## src/rtl/cla_adder_pipe.sv

```systemverilog
// Two-stage pipelined carry-lookahead adder/subtractor with ALU flags.
// Stage 1 registers operands and per-nibble propagate/generate terms;
// stage 2 resolves nibble carries through group lookahead, forms the sum
// and flags, and registers everything on the output side.
//
// Ports:
//   i_clk, i_rst_n          clock (rising edge), async active-low reset
//   i_valid / o_ready       operand handshake (upstream)
//   i_op_a, i_op_b, i_sub   operands; i_sub=1 selects A - B
//   o_valid / i_ready       result handshake (downstream)
//   o_result                sum or difference (modulo 2^WIDTH)
//   o_carry                 carry-out of MSB (subtract: 1 = no borrow)
//   o_overflow              signed overflow
//   o_zero, o_negative      result == 0, result MSB
module cla_adder_pipe #(
  parameter int unsigned WIDTH = 32
) (
  input  logic             i_clk,
  input  logic             i_rst_n,
  input  logic             i_valid,
  output logic             o_ready,
  input  logic [WIDTH-1:0] i_op_a,
  input  logic [WIDTH-1:0] i_op_b,
  input  logic             i_sub,
  output logic             o_valid,
  input  logic             i_ready,
  output logic [WIDTH-1:0] o_result,
  output logic             o_carry,
  output logic             o_overflow,
  output logic             o_zero,
  output logic             o_negative
);

  localparam int unsigned NIB = WIDTH / 4;
  localparam int unsigned GRP = NIB / 4;

  // Block {P, G} of one 4-bit slice; G is the carry-out with carry-in 0.
  function automatic logic [1:0] nib_pg(input logic [3:0] a, input logic [3:0] b);
    logic [3:0] p;
    logic [3:0] g;
    p = a | b;
    g = a & b;
    return {&p, g[3] | (p[3] & g[2]) | (p[3] & p[2] & g[1]) | (p[3] & p[2] & p[1] & g[0])};
  endfunction

  logic             s1_valid;
  logic [WIDTH-1:0] s1_a;
  logic [WIDTH-1:0] s1_b;
  logic             s1_cin;
  logic [NIB-1:0]   s1_p;
  logic [NIB-1:0]   s1_g;

  logic             s2_adv;
  logic [WIDTH-1:0] b_eff_c;
  logic [NIB-1:0]   p_c;
  logic [NIB-1:0]   g_c;
  logic [NIB-1:0]   nib_cin_c;
  logic [WIDTH-1:0] sum_c;
  logic             cout_c;
  logic             ovf_c;

  // Ready propagates back through the two stages; no skid buffer.
  assign s2_adv  = !o_valid | i_ready;
  assign o_ready = !s1_valid | s2_adv;

  // Operand conditioning for subtract: B is inverted, carry-in supplied by i_sub.
  assign b_eff_c = i_op_b ^ {WIDTH{i_sub}};

  // Per-nibble propagate/generate from the incoming operands.
  always_comb begin
    p_c = '0;
    g_c = '0;
    for (int k = 0; k < int'(NIB); k++) begin
      {p_c[k], g_c[k]} = nib_pg(i_op_a[4*k +: 4], b_eff_c[4*k +: 4]);
    end
  end

  // Carry resolution: group P*/G* across groups of 4 nibbles, with the
  // nibble carries inside a group derived from the group's carry-in.
  always_comb begin : resolve
    logic       gc;
    logic       nc;
    logic       gp;
    logic       gg;
    logic [3:0] pn;
    logic [3:0] gn;
    nib_cin_c = '0;
    gc        = s1_cin;
    nc        = 1'b0;
    gp        = 1'b0;
    gg        = 1'b0;
    pn        = '0;
    gn        = '0;
    for (int j = 0; j < int'(GRP); j++) begin
      pn = s1_p[4*j +: 4];
      gn = s1_g[4*j +: 4];
      gp = &pn;
      gg = gn[3] | (pn[3] & gn[2]) | (pn[3] & pn[2] & gn[1]) | (pn[3] & pn[2] & pn[1] & gn[0]);
      nc = gc;
      for (int i = 0; i < 4; i++) begin
        nib_cin_c[4*j + i] = nc;
        nc = gn[i] | (pn[i] & nc);
      end
      gc = gg | (gp & gc);
    end
    cout_c = gc;
  end

  // Nibble sums from the resolved carries, plus signed overflow.
  always_comb begin
    sum_c = '0;
    for (int k = 0; k < int'(NIB); k++) begin
      sum_c[4*k +: 4] = 4'(s1_a[4*k +: 4] + s1_b[4*k +: 4] + 4'(nib_cin_c[k]));
    end
    ovf_c = (s1_a[WIDTH-1] == s1_b[WIDTH-1]) & (sum_c[WIDTH-1] != s1_a[WIDTH-1]);
  end

  // Pipeline registers; each stage loads only when it may advance.
  always_ff @(posedge i_clk or negedge i_rst_n) begin
    if (!i_rst_n) begin
      s1_valid   <= 1'b0;
      s1_a       <= '0;
      s1_b       <= '0;
      s1_cin     <= 1'b0;
      s1_p       <= '0;
      s1_g       <= '0;
      o_valid    <= 1'b0;
      o_result   <= '0;
      o_carry    <= 1'b0;
      o_overflow <= 1'b0;
      o_zero     <= 1'b0;
      o_negative <= 1'b0;
    end else begin
      if (o_ready) begin
        s1_valid <= i_valid;
        if (i_valid) begin
          s1_a   <= i_op_a;
          s1_b   <= b_eff_c;
          s1_cin <= i_sub;
          s1_p   <= p_c;
          s1_g   <= g_c;
        end
      end
      if (s2_adv) begin
        o_valid <= s1_valid;
        if (s1_valid) begin
          o_result   <= sum_c;
          o_carry    <= cout_c;
          o_overflow <= ovf_c;
          o_zero     <= (sum_c == '0);
          o_negative <= sum_c[WIDTH-1];
        end
      end
    end
  end

endmodule

```

## config.mk

```make
export PLATFORM = sky130hd
export DESIGN_NAME = cla_adder_pipe
export DESIGN_NICKNAME = d
export VERILOG_FILES = /design/src/rtl/cla_adder_pipe.sv
export SDC_FILE = /design/constraint.sdc
export NUM_CORES = 1
export LEC_CHECK = 0
export ABC_AREA = 1
export ABC_CLOCK_PERIOD_IN_PS = 3300
export CORE_MARGIN = 2
export CORE_UTILIZATION = 64
export DETAILED_ROUTE_END_ITERATION = 12
export DONT_BUFFER_PORTS = 1
export PLACE_DENSITY = 0.78
export SKIP_LAST_GASP = 1
export SLEW_MARGIN = 20
export SYNTH_ARGS = -nofsm -noshare
export SYNTH_HDL_FRONTEND = slang
export SYNTH_SLANG_ARGS = --single-unit
```

## constraint.sdc

```tcl
create_clock -name i_clk -period 3.3 [get_ports i_clk]
set_clock_uncertainty 0.2 [all_clocks]
set_input_delay 0.495 -clock i_clk [delete_from_list [all_inputs] [get_ports i_clk]]
set_output_delay 0.495 -clock i_clk [all_outputs]
set_load 0.05 [all_outputs]
```

==> results by group <==
Outcome
  • Outcome: complete, but fails checks
  • Violated checks: hold timing

Clock network
  • Cts hold-fix bufs: 38
  • # Post-CTS Setup Buffers: 0
  • Clk root buf: clkbuf_8
  • Clock Latency Late Sink: 530 ps
  • Clock Pin Slew Worst Setup and Hold Paths: 50 ps
  • CTS Buf Count: 17
  • CTS tree: yes
  • Max Root-Sink Buffers: 2
  • H-tree depth: 4
  • Clk sink count: 118

Route
  • Violation count after the first detailed-route iteration: 399
  • DR DRC count: 0
  • DR pass1 iterations: 5
  • DR vias/cell: 5.50
  • Total number of vias: 5304
  • Post-route ant nets: 0
  • Routed WL per cell: 15.5 um
  • WL final: 14900 um

Global route
  • Met2 Use GR: 0.466
  • Vias in the first global route: 5245
  • M1 GR Usage: 0.380
  • First-pass GRT wire length: 24700 um
  • Met3 GRT Util: 0.0677
  • Total grt overflow: 0
  • Most Used Layer, Global Route: met2
  • GR Util All Layers: 0.290
  • Initial antenna violation count: 0
  • Largest net degree at the start of global routing: 132

STA
  • Post-route clock period utilization: 0.916
  • Slew margin rel.: 0.397
  • FMAX: 331 MHz
  • WHS: -535 ps
  • Setup-failing EPs final: 0
  • Hold Vio Cnt, Final: 118
  • Fin. max-slew vios: 0
  • Fin crit period: 3020 ps
  • RSZ-0062 raised after global routing: false
  • Setup TNS: 0 ps
  • Worst-margin pin slew: 904 ps

Critical path
  • Critical path class: reg -> reg
  • CP Capture Type: flip-flop
  • Worst R2R Start: s1_p[2]
  • WP data arrival: 3290 ps
  • RR Endpoint: o_zero
  • R2R setup slack: 280 ps
  • Crit Path Max Fanout: 3
  • Reg2reg path depth: 20
  • Crit path launch type: flip-flop
  • CP Data Required Time: 3570 ps

Cells and area
  • Share of cells above drive strength 1: 0.0469
  • Post-Route Utilization: 0.752
  • Most frequent cells in the layout: nand2_1, dfrtp_1, o21ai_0
  • Commonest non-fill, non-tap cell in the layout: nand2_1
  • Ant diodes: 0
  • Fill count: 709
  • Synth-to-layout area growth: 14.3%
  • Nets: 921

Logic synthesis
  • Yosys cell types: 32
  • Sequential element share of the synthesized area: 0.460
  • Avg Cell Area, Syn: 8.18 sq um
  • Number of synthesized register bits: 118
  • Leading area contributor after synthesis: dfrtp_1
  • Synth Net Count: 887
  • YS warnings: 0
  • Post-synthesis cell area: 6430 sq um
  • Synth top area share: 0.460
  • Syn Inst Count: 786
  • Top post-synthesis cells by area: dfrtp_1, nand2_1, o21ai_0

Place
  • Final HPWL DP: 9870 um
  • IO buf count: 0
  • RD Place Congestion: 0.890

Floorplan
  • Full die area: 10900 sq um
  • Core area: 9770 sq um
  • Initial Utilization: 0.657
  • # rows: 36
  • Width of the die: 104 um
  • Die height: 104 um
  • I/O pin count: 107

Power
  • Power Dens Cells: 787 nW/um^2
  • Leakage: 3.65 nW
  • Power Total: 0.00578 W
  • VDD IR max: 382 uV

Job
  • Maxcap violations: 0

Min path
  • Worst Hold Class: in -> async
==> metal layers <==
metal  vias up  share of wire
met2       199           0.48
li1       2536              -
met4         0          0.026
met1      2533           0.42
met5         -              0
met3        36          0.068
==> critical path, cell delays in order, from the launching register on <==
cell	delay, ps
dfrtp_1	380
nand2_1	80
nand3b_1	150
nand2_1	120
nand2_1	80
nand2_2	110
nand2_1	70
nand2_1	110
a21oi_1	100
fa_1	400
fa_1	520
nand2_1	60
inv_1	50
nand2_1	50
nor2_1	80
nand2_1	50
nor2_1	90
nand2_1	60
nor2_1	80
nand3_1	70
nand2_1	60
==> Yosys cell counts <==
cell type,instances
xnor2_1,33
a31oi_1,5
buf_8,2
xor2_1,5
nor3_2,1
xnor2_2,1
o21ai_0,80
a21oi_1,16
buf_4,11
inv_1,71
clkbuf_1,10
ha_1,16
buf_2,3
nand3b_1,3
o21a_1,3
nand2_1,264
nor2_1,79
nand3_1,30
nand2_2,1
buf_12,1
fa_1,16
dfrtp_1,118
a22o_1,1
a21oi_4,1
o211ai_1,1
or2_2,1
a21o_1,1
and2_1,1
buf_6,1
o21ai_1,3
nand4_1,4
o211ai_2,3
==> registers in the layout, indices dropped and copies added (netlist names) <==
name / count
o_result: 32
s1_cin: 1
s1_g: 8
o_valid: 1
s1_a: 32
o_zero: 1
o_carry: 1
o_overflow: 1
s1_b: 32
s1_p: 8
s1_valid: 1
==> timing repair <==
action                                  in CTS  in global routing
endpoints found under the hold margin      159                118
endpoints found under the setup margin       0                  1
resized for setup                            0                  1
==> worst max-delay path by stage <==
| stage | cells after the start | startpoint | endpoint | slack, ps |
|---|---|---|---|---|
| global route | 21 | s1_cin | o_zero | 20 |
| global placement | 21 | s1_cin | o_zero | 390 |
| finish | 20 | s1_p[2] | o_zero | 280 |
| floorplan | 20 | s1_p[2] | o_zero | 630 |
| CTS | 20 | s1_p[2] | o_zero | 250 |
| detailed placement | 20 | s1_p[2] | o_zero | 290 |
==> final cells by class <==
| type | instances | area, sq um | share of cell area |
|---|---|---|---|
| inverters | 71 | 267 | 0.0363 |
| clock buffers | 27 | 492 | 0.0669 |
| well taps | 133 | 166 | 0.0227 |
| clock inverters | 4 | 20.0 | 0.00273 |
| repair buffers | 43 | 430 | 0.0586 |
| flip-flops and latches | 118 | 2950 | 0.402 |
| multi-input cells | 569 | 3020 | 0.411 |
==> cell families after synthesis <==
logic type,count (synthesis),share of synthesized area
and+or+nand+nor,384,0.236
DFF,118,0.460
AOI/OAI and AO/OA,114,0.0975
buffers and inverters,99,0.0720
xor gates and xnor gates,39,0.0543
adders and majority gates,32,0.0810
==> power breakdown <==
group          total [W]  switching, W  internal (W)  leakage [nW]
sequential       0.00283       0.00102       0.00180          1.43
combinational    0.00136      0.000824      0.000536          1.97
clock            0.00160      0.000604      0.000992         0.256
total            0.00578       0.00245       0.00333          3.65
==> through the flow <==
| stage | hold slack (ps) | worst slack (ps) | std cells | instance area, sq um |
|---|---|---|---|---|
| 3_5_place_dp | 2.70 | 294 | 896 | 6450 |
| 2_1_floorplan | -0.591 | 628 | 786 | 6430 |
| 3_3_place_gp | 2.67 | 386 | 896 | 6450 |
| 4_1_cts | -543 | 249 | 965 | 7340 |
| 5_1_grt | -546 | 19.2 | 965 | 7350 |
| 6_report | -535 | 276 | 965 | 7350 |
No activity file was read; power rests on OpenSTA's default activity.
